**src/rtl/jump_sequencer_pkg.sv**
```systemverilog
// Shared definitions for the JAL/JALR sequencer: FSM states, trap causes and
// the only legal JALR funct3 encoding.
package jump_sequencer_pkg;

  typedef enum logic [2:0] {
    S_IDLE      = 3'd0,
    S_ISSUE     = 3'd1,
    S_CHECK     = 3'd2,
    S_WRITEBACK = 3'd3,
    S_REDIRECT  = 3'd4,
    S_FLUSH     = 3'd5,
    S_TRAP      = 3'd6
  } state_t;

  localparam logic [3:0] CAUSE_MISALIGNED_FETCH = 4'd0;
  localparam logic [3:0] CAUSE_ILLEGAL_INSTR    = 4'd2;
  localparam logic [2:0] JALR_FUNCT3            = 3'b000;

endpackage

```
**src/rtl/jump_fault_check.sv**
```systemverilog
// Combinational fault classification of a jump: an illegal JALR funct3 takes
// priority over a misaligned target.
module jump_fault_check
  import jump_sequencer_pkg::*;
#(
  parameter bit CHECK_ALIGNMENT = 1'b1
) (
  input  logic        i_is_jalr,
  input  logic [2:0]  i_funct3,
  input  logic [31:0] i_target,
  output logic        o_fault,
  output logic [3:0]  o_cause,
  output logic [31:0] o_tval
);

  always_comb begin
    o_fault = 1'b0;
    o_cause = CAUSE_MISALIGNED_FETCH;
    o_tval  = '0;
    if (i_is_jalr && (i_funct3 != JALR_FUNCT3)) begin
      o_fault = 1'b1;
      o_cause = CAUSE_ILLEGAL_INSTR;
    end else if (CHECK_ALIGNMENT && (i_target[1:0] != 2'b00)) begin
      o_fault = 1'b1;
      o_cause = CAUSE_MISALIGNED_FETCH;
      o_tval  = i_target;
    end
  end

endmodule

```
**src/rtl/jump_sequencer.sv**
```systemverilog
// Sequences one JAL/JALR at a time through the external jal/jalr units:
// issue, check, writeback, redirect, flush (or trap).
module jump_sequencer
  import jump_sequencer_pkg::*;
#(
  parameter int FLUSH_CYCLES    = 2,
  parameter bit CHECK_ALIGNMENT = 1'b1
) (
  input  logic        clk,
  input  logic        reset,
  input  logic        req_valid,
  output logic        req_ready,
  input  logic        req_is_jalr,
  input  logic [31:0] req_pc,
  input  logic [4:0]  req_rd,
  input  logic [31:0] req_rs1_value,
  input  logic [31:0] req_immediate,
  input  logic [2:0]  req_funct3,
  output logic [31:0] unit_pc,
  output logic [31:0] unit_rs1_value,
  output logic [31:0] unit_immediate,
  output logic [2:0]  unit_funct3,
  input  logic [31:0] jal_rd_value,
  input  logic [31:0] jal_pc_value,
  input  logic [31:0] jalr_rd_value,
  input  logic [31:0] jalr_pc_value,
  output logic        wb_valid,
  input  logic        wb_ready,
  output logic [4:0]  wb_rd,
  output logic [31:0] wb_value,
  output logic        redirect_valid,
  input  logic        redirect_ready,
  output logic [31:0] redirect_pc,
  output logic        flush,
  output logic        trap_valid,
  input  logic        trap_ready,
  output logic [3:0]  trap_cause,
  output logic [31:0] trap_pc,
  output logic [31:0] trap_value,
  output logic        busy
);

  localparam int CNT_W = (FLUSH_CYCLES < 2) ? 1 : $clog2(FLUSH_CYCLES + 1);

  state_t            r_state;
  logic              r_is_jalr;
  logic [31:0]       r_pc;
  logic [31:0]       r_rs1;
  logic [31:0]       r_imm;
  logic [2:0]        r_funct3;
  logic [4:0]        r_rd;
  logic [31:0]       r_target;
  logic [31:0]       r_link;
  logic [3:0]        r_cause;
  logic [31:0]       r_tval;
  logic [CNT_W-1:0]  r_flush_cnt;

  logic [31:0] w_target;
  logic [31:0] w_link;
  logic        w_fault;
  logic [3:0]  w_cause;
  logic [31:0] w_tval;

  // Unit results arrive one cycle after ISSUE, i.e. while in CHECK.
  assign w_target = r_is_jalr ? jalr_pc_value : jal_pc_value;
  assign w_link   = r_is_jalr ? jalr_rd_value : jal_rd_value;

  jump_fault_check #(
    .CHECK_ALIGNMENT(CHECK_ALIGNMENT)
  ) u_fault_check (
    .i_is_jalr(r_is_jalr),
    .i_funct3 (r_funct3),
    .i_target (w_target),
    .o_fault  (w_fault),
    .o_cause  (w_cause),
    .o_tval   (w_tval)
  );

  always_ff @(posedge clk) begin
    if (reset) begin
      r_state     <= S_IDLE;
      r_is_jalr   <= 1'b0;
      r_pc        <= '0;
      r_rs1       <= '0;
      r_imm       <= '0;
      r_funct3    <= '0;
      r_rd        <= '0;
      r_target    <= '0;
      r_link      <= '0;
      r_cause     <= '0;
      r_tval      <= '0;
      r_flush_cnt <= '0;
    end else begin
      case (r_state)
        S_IDLE: begin
          if (req_valid) begin
            r_is_jalr <= req_is_jalr;
            r_pc      <= req_pc;
            r_rs1     <= req_rs1_value;
            r_imm     <= req_immediate;
            r_funct3  <= req_funct3;
            r_rd      <= req_rd;
            r_state   <= S_ISSUE;
          end
        end
        S_ISSUE: r_state <= S_CHECK;
        S_CHECK: begin
          r_target <= w_target;
          r_link   <= w_link;
          r_cause  <= w_cause;
          r_tval   <= w_tval;
          if (w_fault)           r_state <= S_TRAP;
          else if (r_rd == 5'd0) r_state <= S_REDIRECT;
          else                   r_state <= S_WRITEBACK;
        end
        S_WRITEBACK: if (wb_ready) r_state <= S_REDIRECT;
        S_REDIRECT: begin
          if (redirect_ready) begin
            r_flush_cnt <= CNT_W'(FLUSH_CYCLES);
            r_state     <= S_FLUSH;
          end
        end
        S_FLUSH: begin
          r_flush_cnt <= r_flush_cnt - 1'b1;
          if (r_flush_cnt <= CNT_W'(1)) r_state <= S_IDLE;
        end
        S_TRAP: if (trap_ready) r_state <= S_IDLE;
        default: r_state <= S_IDLE;
      endcase
    end
  end

  assign req_ready      = (r_state == S_IDLE);
  assign busy           = (r_state != S_IDLE);
  assign wb_valid       = (r_state == S_WRITEBACK);
  assign redirect_valid = (r_state == S_REDIRECT);
  assign flush          = (r_state == S_FLUSH);
  assign trap_valid     = (r_state == S_TRAP);

  assign unit_pc        = r_pc;
  assign unit_rs1_value = r_rs1;
  assign unit_immediate = r_imm;
  assign unit_funct3    = r_funct3;
  assign wb_rd          = r_rd;
  assign wb_value       = r_link;
  assign redirect_pc    = r_target;
  assign trap_cause     = r_cause;
  assign trap_pc        = r_pc;
  assign trap_value     = r_tval;

endmodule
```
**config.mk**
```make
export PLATFORM = sky130hd
export DESIGN_NAME = jump_sequencer
export DESIGN_NICKNAME = d
export VERILOG_FILES = /design/src/rtl/jump_sequencer_pkg.sv /design/src/rtl/jump_fault_check.sv /design/src/rtl/jump_sequencer.sv
export SDC_FILE = /design/constraint.sdc
export NUM_CORES = 1
export LEC_CHECK = 0
export BUFFER_PORTS_ARGS = -buffer_cell sky130_fd_sc_hd__buf_2
export CORE_AREA = 5 5 182 184
export CTS_BUF_LIST = sky130_fd_sc_hd__clkbuf_16
export CTS_CLUSTER_SIZE = 16
export DETAILED_ROUTE_END_ITERATION = 7
export DIE_AREA = 0 0 187 189
export PLACE_DENSITY = 0.6
export SLEW_MARGIN = 20
export SYNTH_ARGS = -nofsm -noshare
export SYNTH_HDL_FRONTEND = slang
export SYNTH_SLANG_ARGS = --single-unit
```
**constraint.sdc**
```tcl
create_clock -name clk -period 2.3 [get_ports clk]
set_clock_uncertainty 0.15 [all_clocks]
set_input_delay 0.115 -clock clk [delete_from_list [all_inputs] [get_ports clk]]
set_output_delay 0.115 -clock clk [all_outputs]
set_load 0.02 [all_outputs]
```
==> flow_summary.toml, run 1 <==
[yosys]
synth_top_family_by_area = "simple AND/OR/NAND/NOR gates"
synth_edf_count = 0
synthAdderAreaFrac = 0.00152
ys_types = 36
synth_xor_area_frac = 0
netlist_area_mm2 = 0.00821
async_reset_ff_frac = 0
ys_warn_count = 0
synth_compound_area_frac = 0.158
seq_area_frac_synth = 0.505
avgSynthCellArea_um2 = 8.42
yosys.area_share.simple = 0.175
synth_seq_cells = 207
synthFlopType = "dfxtp_1"
muxShareOfSynthArea = 0.0793
synth_cells = 975

[clock_network]
postCtsSetupRepairBufs = 0
cts.sinks = 207
clk_pin_slew_ns = 0.06
clockBufferDepth = 3
cts-root-buf = "clkbuf_16"
cts_tree = "done"
h-tree-depth = 1
clk-insertion-delay-late_ns = 0.52
cts_buffers = 24

[sta]
whs_ns = 0.0495
finalHoldViolCount = 0
fin_setup_tns_ns = 0
finalCritPeriodShare = 0.940
rsz0062_at_grt = "no"
tightestPinTransition_ns = 0.514
min_period_ns = 2.16
setup_viol = 0
drv_slew = 0
slew_headroom = 0.658
timing.fmax_ghz = 0.463

[floorplan]
start_util = 0.263
die_area_mm2 = 0.0353
num_io_pins = 481
dieHeight_um = 189
core.rowCount = 65
die_w_um = 187
core_area_mm2 = 0.0312

[grt]
grt-ovfl-total = 0
grt_pass1_wl_um = 52200
grt_max_degree = 93
grt_use_total = 0.179
grt_pass1_vias = 9700
antenna_found_initial = 1

[drt]
post_drt_wl_per_cell_um = 16.2
via_count = 9435
routed_wl_um = 33800
drc_errors = 0
dr.pass1.iters = 5
ant_nets = 0
viasPerCell = 4.53
drt_iter0_drc = 357

[critical_path]
endpoint_kind = "flip-flop"
r2r_end = "unit_rs1_value[7]"
r2r_slack_ns = 0.14
r2r_start = "r_state[1]"
cp_max_fo = 46
start_kind = "flip-flop"
arrival_ns = 2.42
cpLargestDelayFamily = "buffers and inverters"
critPathRequiredTime_ns = 2.55
crit_chain = "nor3_2 > buf_4 > nand2_4 > buf_16 > nand2_1 > a21oi_1 > dlygate4sd3_1"
critPathSlowestCell = "dlygate4sd3_1"
cpPeakStageDelay_ns = 0.59
path_buf_inv = 3
worst_r2r_path_depth = 7
timing.setup.critical_path_class = "flip-flop to flip-flop"

[power]
ir_drop_uv = 670
finalPower_w = 0.0146
power.density_mw_per_mm2 = 1030
power.leakage_nw = 6.66

[place]
portBuffers = 477
dp_hpwl_um = 22200
gp_congestion = 0.822

[layout]
nets = 1904
post_route_cells_drive_above_1_share = 0.323
area_growth_syn_to_layout_pct = 73.6

[outcome]
status = "complete, no violations"

[worst_hold_path]
holdPathEnd = "r_state[0]"
hold_class = "input port to flip-flop"
min-delay-start = "wb_ready"
holdPathStages = 5

[run]
maxCapViolCount = 0
[cells in the mapped netlist, types with 2 or more instances]
master,count,area (µm²)
buf_4,49,368
o21ai_1,2,10.0
nor2_1,130,488
o31a_1,2,17.5
a211oi_1,33,248
mux2i_1,65,651
inv_1,6,22.5
nor3_2,2,20.0
nand2_1,214,803
o21ai_0,2,10.0
and2_1,2,12.5
nor3_1,3,15.0
nor2b_1,2,12.5
nor3b_1,3,22.5
and3b_1,2,17.5
a21oi_1,139,696
dfxtp_1,207,4140
a22oi_1,32,240
clkbuf_1,40,150
buf_2,24,120
[layout by cell type, fill, tap and decap left out, types with 2 or more instances in the layout]
cell	count
o31ai_2	2
nor2_1	130
clkinv_1	4
conb_1	3
and3b_1	2
buf_4	13
dlygate4sd3_1	275
a211oi_1	33
o21ai_0	2
nor3b_1	2
nor3b_2	2
buf_2	476
clkinv_2	5
mux2i_1	65
nor2b_1	2
a22oi_1	32
o31a_1	2
nand2_1	213
nor3_1	2
inv_1	12
o21ai_1	2
clkbuf_16	26
buf_12	7
nor3_2	3
dfxtp_1	205
a21oi_1	139
[power breakdown]
part	total, W	internal, W	switching, W
registers	0.00499	0.00446	0.000528
clock network	0.00343	0.00194	0.00149
logic	0.00621	0.00248	0.00373
total	0.0146	0.00889	0.00575
[cells by family after synthesis]
group,count (synthesis)
and+or+nand+nor,363
other,1
DFF,207
muxes,65
AOI/OAI and AO/OA,219
buffers and inverters,119
adders and majority gates,1
[routing by layer]
layer / part of all wire / global-route usage / up-vias
li1: - / - / 4603
met1: 0.39 / 0.200 / 4351
met2: 0.49 / 0.323 / 404
met3: 0.083 / 0.0535 / 77
met4: 0.035 / 0.0631 / 0
met5: 0 / 0 / -
[state kept, by name, summed over array words and instances, names as in the netlist, 3 cells and up]
signal / flops
trap_value: 32
redirect_pc: 32
unit_rs1_value: 32
wb_rd: 5
unit_funct3: 3
unit_immediate: 32
wb_value: 32
r_state: 3
trap_pc: 32
[metrics by stage]
step                      area [µm²]  setup WS [ns]  std cells   util
after CTS                      14200         0.0691       2080  0.455
final                          14200          0.139       2082  0.456
after floorplan                 8220          0.534        977      -
after global routing           14200         0.0314       2081  0.456
after detailed placement       10800          0.448       1764  0.345
after global placement         10800          0.484       1764  0.345
[layout make-up]
type,count,area [µm²]
Timing Repair Buffer,774,5440
Clock inverter,16,71.3
Antenna cell,1,2.50
Clock buffer,25,626
Multi-Input combinational cell,651,3440
Inverter,6,22.5
Fill cell,2940,17000
Sequential cell,207,4150
Tap cell,402,503
[repair_timing]
item	in CTS	in global routing
hold buffers	275	0
endpoints found under the setup margin	0	26
hold endpoints to repair	206	0
gates resized for setup	0	3
[how the worst max path moves through the flow]
stage                     cells after the start  startpoint  slack (ns)            endpoint
after floorplan                               3    wb_rd[0]        0.53          r_state[1]
after global placement                        6   r_is_jalr        0.48       trap_value[4]
after detailed placement                      6   r_is_jalr        0.45      trap_value[30]
after CTS                                     7  r_state[0]        0.07  unit_rs1_value[14]
after global routing                          6   r_is_jalr        0.03      trap_value[27]
final                                         7  r_state[1]        0.14   unit_rs1_value[7]
[worst min-delay path: cells and delay by family]
kind            cells  cell delay (ns)
compound gates      3             0.43
buf+inv             1             0.08
simple gates        1             0.05
Note: power is estimated with default switching activity, not from simulation.
==> run 2: changes to the inputs <==
Settings changed: RECOVER_POWER set to 100.
==> run 2 against run 1 <==
  * First-iteration DRC count fell by 5.3%
  * Fmax down 1.1%
  * Worst setup slack lost 0.024 ns
  * Power down 2.2%
  * Global-route usage unchanged
  * Sequential power about the same
  * Die area stayed put
  * Sequential cell count stayed put
  * Design area fell by 2.5%
  * Largest cell class unchanged
==> flow_summary.toml, run 2 (same netlist as run 1, synthesis figures left out) <==
[critical_path]
crit_chain = "clkbuf_2 > mux2i_1 > dlygate4sd3_1 > nor2_1 > a22oi_1 > nor2_1"
r2r_start = "r_is_jalr"
r2r_slack_ns = 0.12
critPathSlowestCell = "dlygate4sd3_1"
worst_r2r_path_depth = 6
cpPeakStageDelay_ns = 0.59
cpMostUsedCell = "nor2_1"
timing.setup.critical_path_class = "flip-flop to flip-flop"
cp_max_fo = 11
critPathRequiredTime_ns = 2.55
start_kind = "flip-flop"
endpoint_kind = "flip-flop"
arrival_ns = 2.43
r2r_end = "trap_value[5]"

[clock_network]
cts-root-buf = "clkbuf_16"
cts_buffers = 24
clockBufferDepth = 3
cts_tree = "done"
clk_pin_slew_ns = 0.06
clk-insertion-delay-late_ns = 0.52
h-tree-depth = 1
cts.sinks = 207

[power]
power.density_mw_per_mm2 = 1030
internal_power_w = 0.00854
power.leakage_nw = 5.64
p_clk_frac = 0.240
seqPwrFrac = 0.351
ir_drop_uv = 665
switching_share = 0.404
switchingPower_w = 0.00578
power_frac_comb = 0.410

[worst_hold_path]
min-delay-start = "wb_ready"
hold_class = "input port to flip-flop"
holdPathStages = 5
holdPathEnd = "r_state[0]"

[floorplan]
core_area_mm2 = 0.0312
num_io_pins = 481
core.rowCount = 65
die_w_um = 187
start_util = 0.263
die_area_mm2 = 0.0353
dieHeight_um = 189

[layout]
seq_area_mm2 = 0.00415
nets = 1904
area_growth_syn_to_layout_pct = 69.3
final_common_cell = "dlygate4sd3_1"
post_route_cells_drive_above_1_share = 0.178
fillCellCount = 3090
finalInstanceArea_mm2 = 0.0139
multi_input_area_mm2 = 0.00344
final_cell_mix = "dlygate4sd3_1 (275), clkbuf_1 (243), buf_2 (237)"

[place]
portBuffers = 477
place_ws_ns = 0.448
place_area_mm2 = 0.0108
dp_hpwl_um = 22200
gp_congestion = 0.822

[drt]
ant_nets = 0
routed_wl_um = 33800
drc_errors = 0
viasPerCell = 4.53
post_drt_wl_per_cell_um = 16.2
dr.pass1.iters = 5
via_count = 9427
drt_iter0_drc = 338

[sta]
finalCritPeriodShare = 0.950
finalHoldViolCount = 0
fin_ws_ns = 0.115
min_period_ns = 2.18
rsz0062_at_grt = "no"
fin_setup_tns_ns = 0
slew_headroom = 0.326
drv_slew = 0
timing.fmax_ghz = 0.458
setup_viol = 0
tightestPinTransition_ns = 1.01
whs_ns = 0.0513

[run]
maxCapViolCount = 0

[outcome]
status = "complete, no violations"

[grt]
antenna_found_initial = 1
grt_pass1_vias = 9700
grt-ovfl-total = 0
grt_pass1_wl_um = 52200
grt_max_degree = 93
grt_use_total = 0.179
-- run 2: cell type report --
| type | count | area share |
|---|---|---|
| diodes | 1 | 0.000180 |
| clock buffers | 25 | 0.0450 |
| clock inverters | 16 | 0.00513 |
| inverters | 6 | 0.00162 |
| multi-input cells | 651 | 0.247 |
| flip-flops and latches | 207 | 0.299 |
| well taps | 402 | 0.0362 |
| repair buffers | 774 | 0.366 |
-- run 2: power by group through the flow --
stage / combinational [W] / sequential [W] / clock, W
6_report: 0.00586 / 0.00502 / 0.00343
3_3_place_gp: 0.00543 / 0.00501 / 0
3_5_place_dp: 0.00548 / 0.00505 / 0
5_1_grt: 0.00635 / 0.00514 / 0.00370
4_1_cts: 0.00614 / 0.00498 / 0.00355
2_1_floorplan: 0.00260 / 0.00602 / 0
-- run 2: metrics by stage --
stage,power (W),utilization,instances
after detailed placement,0.0105,0.345,1764
after global placement,0.0104,0.345,1764
after floorplan,0.00862,-,977
after global routing,0.0152,0.445,2081
after CTS,0.0147,0.455,2080
final,0.0143,0.445,2082
-- run 2: worst max path at each step --
stage | start | end | slack, ns | depth (start not counted)
floorplan | wb_rd[0] | r_state[1] | 0.53 | 3
global placement | r_is_jalr | trap_value[4] | 0.48 | 6
detailed placement | r_is_jalr | trap_value[30] | 0.45 | 6
CTS | r_state[0] | unit_rs1_value[14] | 0.07 | 7
global route | r_state[1] | trap_pc[4] | 0.02 | 6
finish | r_is_jalr | trap_value[5] | 0.12 | 6
-- run 2: timing repair --
action | in CTS | in global routing
hold buffers | 275 | 0
hold endpoints to repair | 206 | 0
endpoints found under the setup margin | 0 | 26
gates resized for setup | 0 | 3
setup buffers | 0 | 0
-- run 2: critical path, delay by kind of cell, from the launching register on --
family | cells | cell delay [ns]
flops | 1 | 0.40
simple gates | 2 | 0.11
mux | 1 | 0.27
compound gates | 1 | 0.16
buf+inv | 2 | 0.97
-- run 2: layer usage --
layer  vias to the layer above  track usage  share of wire  routed length, µm
met2                       395        0.323           0.50              16800
met1                      4356        0.200           0.39              13100
li1                       4607            -              -                  -
met4                         0       0.0631          0.032               1070
met3                        69       0.0535          0.081               2730
met5                         -            0              0                  0
==> run 3: changes to the inputs <==
Settings changed: PLACE_DENSITY 0.6 to 0.54, SLEW_MARGIN 20 to 10.
==> run 3 against run 2 <==
  * Combinational power decreased by 0.7%
  * Worst setup slack improved by 0.035 ns
  * Via count decreased by 1.8%
  * Power increased by 1.7%
  * Count of clock-buffer cells in the layout unchanged
  * Worst hold slack got worse by 0.019 ns
  * Non-clock buffer count decreased by 20
  * Sequential share of layout area increased by 0.15 points
  * Fmax increased by 1.7%
  * Final cell count decreased by 0.62%
  * Design area decreased by 0.54%
  * Critical path type unchanged
  * Largest cell class unchanged
==> flow_summary.toml, run 3 (same netlist as run 1, synthesis figures left out) <==
[drt]
viasPerCell = 4.47
via_count = 9258
post_drt_wl_per_cell_um = 15.4
drt_iter0_drc = 328
ant_nets = 0
drc_errors = 0
dr.pass1.iters = 5
routed_wl_um = 31900

[power]
power.density_mw_per_mm2 = 1050
power.leakage_nw = 5.56
ir_drop_uv = 642

[clock_network]
cts.sinks = 207
clk-insertion-delay-late_ns = 0.53
clockBufferDepth = 3
cts_tree = "done"
cts_buffers = 25
clk_pin_slew_ns = 0.06
h-tree-depth = 1
cts-root-buf = "clkbuf_16"

[sta]
tightestPinTransition_ns = 0.529
finalCritPeriodShare = 0.934
slew_headroom = 0.647
finalHoldViolCount = 0
fin_setup_tns_ns = 0
drv_slew = 0
rsz0062_at_grt = "no"
setup_viol = 0
min_period_ns = 2.15
timing.fmax_ghz = 0.465

[floorplan]
die_w_um = 187
start_util = 0.263
die_area_mm2 = 0.0353
core_area_mm2 = 0.0312
dieHeight_um = 189
num_io_pins = 481
core.rowCount = 65

[layout]
post_route_cells_drive_above_1_share = 0.190
nets = 1886
final_common_cell = "dlygate4sd3_1"
final_cell_mix = "dlygate4sd3_1 (249), buf_2 (243), clkbuf_1 (233)"
area_growth_syn_to_layout_pct = 68.4
stdcell_count = 2069

[grt]
grt_pass1_wl_um = 49500
grt_pass1_vias = 9468
grt_use_total = 0.167
antenna_found_initial = 2
grt-ovfl-total = 0
grt_max_degree = 110

[critical_path]
crit_chain = "buf_4 > nor3_4 > buf_4 > nand2_8 > nand2_1 > a21oi_1 > dlygate4sd3_1"
cpPeakStageDelay_ns = 0.58
start_kind = "flip-flop"
cp_max_fo = 30
endpoint_kind = "flip-flop"
arrival_ns = 2.40
cpMostUsedCell = "buf_4"
critPathRequiredTime_ns = 2.55
critPathSlowestCell = "dlygate4sd3_1"
timing.setup.critical_path_class = "flip-flop to flip-flop"

[place]
gp_congestion = 0.813
dp_hpwl_um = 21500
portBuffers = 477
dp.cells = 1766

[run]
maxCapViolCount = 0

[worst_hold_path]
hold_class = "input port to flip-flop"

[outcome]
status = "complete, no violations"
==> run 3: cell types whose count changed in the layout (fill, tap and decap cells not counted), moves of 2 or more <==
cell,delta
clkinv_1,+6
clkbuf_1,-10
buf_4,+12
clkbuf_2,-3
dlygate4sd3_1,-26
buf_12,+3
inv_1,-3
bufinv_16,+2
clkinv_2,-2
diode_2,+2
buf_2,+6
==> run 3: stage by stage <==
step           power (W)  hold WS, ns  utilization  cell area [µm²]  setup WS, ns
2_1_floorplan    0.00862        0.101            -             8220         0.534
3_3_place_gp      0.0105        0.204        0.345            10800         0.498
3_5_place_dp      0.0105        0.211        0.345            10800         0.471
5_1_grt           0.0155       0.0472        0.442            13800       0.00170
4_1_cts           0.0149     0.000655        0.450            14000         0.106
6_report          0.0146       0.0326        0.443            13800         0.151
==> run 3: power by group <==
part | leakage [nW] | total [W] | switching [W] | internal (W)
Sequential | 1.69 | 0.00500 | 0.000532 | 0.00446
Combinational | 3.49 | 0.00582 | 0.00367 | 0.00215
Clock | 0.384 | 0.00373 | 0.00155 | 0.00218
Total | 5.56 | 0.0146 | 0.00575 | 0.00880
==> run 3: worst max-delay path, delay by kind of cell (launching register included) <==
kind / cells / cell delay [ns]
DFF: 1 / 0.32
AOI/OAI and AO/OA: 1 / 0.08
and+or+nand+nor: 3 / 0.52
buffers and inverters: 3 / 0.96
==> run 3: routing by layer <==
metal | GRT usage | wire length, µm | vias up
li1 | - | - | 4581
met1 | 0.185 | 12600 | 4230
met2 | 0.303 | 15500 | 369
met3 | 0.0531 | 2590 | 78
met4 | 0.0600 | 1230 | 0
met5 | 0 | 0 | -
==> run 3: path summary, 6_finish.rpt <==
path / to / cells after the start / startpoint / slack [ns]
worst min register to register: unit_rs1_value[21] / 2 / unit_rs1_value[21] / 0.30
worst max register to register: unit_immediate[31] / 7 / r_state[1] / 0.15
worst min-delay path: unit_funct3[1] / 4 / req_valid / 0.03
worst max-delay path: unit_immediate[31] / 7 / r_state[1] / 0.15
==> run 3: final cells by class <==
cell class | count | area, µm²
fill | 3129 | 17400
timing repair buffer | 754 | 4920
sequential | 207 | 4150
multi-input combinational | 652 | 3460
clock buffer | 25 | 626
tap | 402 | 503
clock inverter | 20 | 140
inverter | 6 | 22.5
antenna | 3 | 7.51
==> run 3: what timing repair did <==
| item | 4_1_cts | 5_1_grt |
|---|---|---|
| hold buffers | 249 | 0 |
| resized for setup | 0 | 2 |
| endpoints found under the hold margin | 206 | 0 |
| setup buffers | 0 | 5 |
| endpoints found under the setup margin | 0 | 3 |
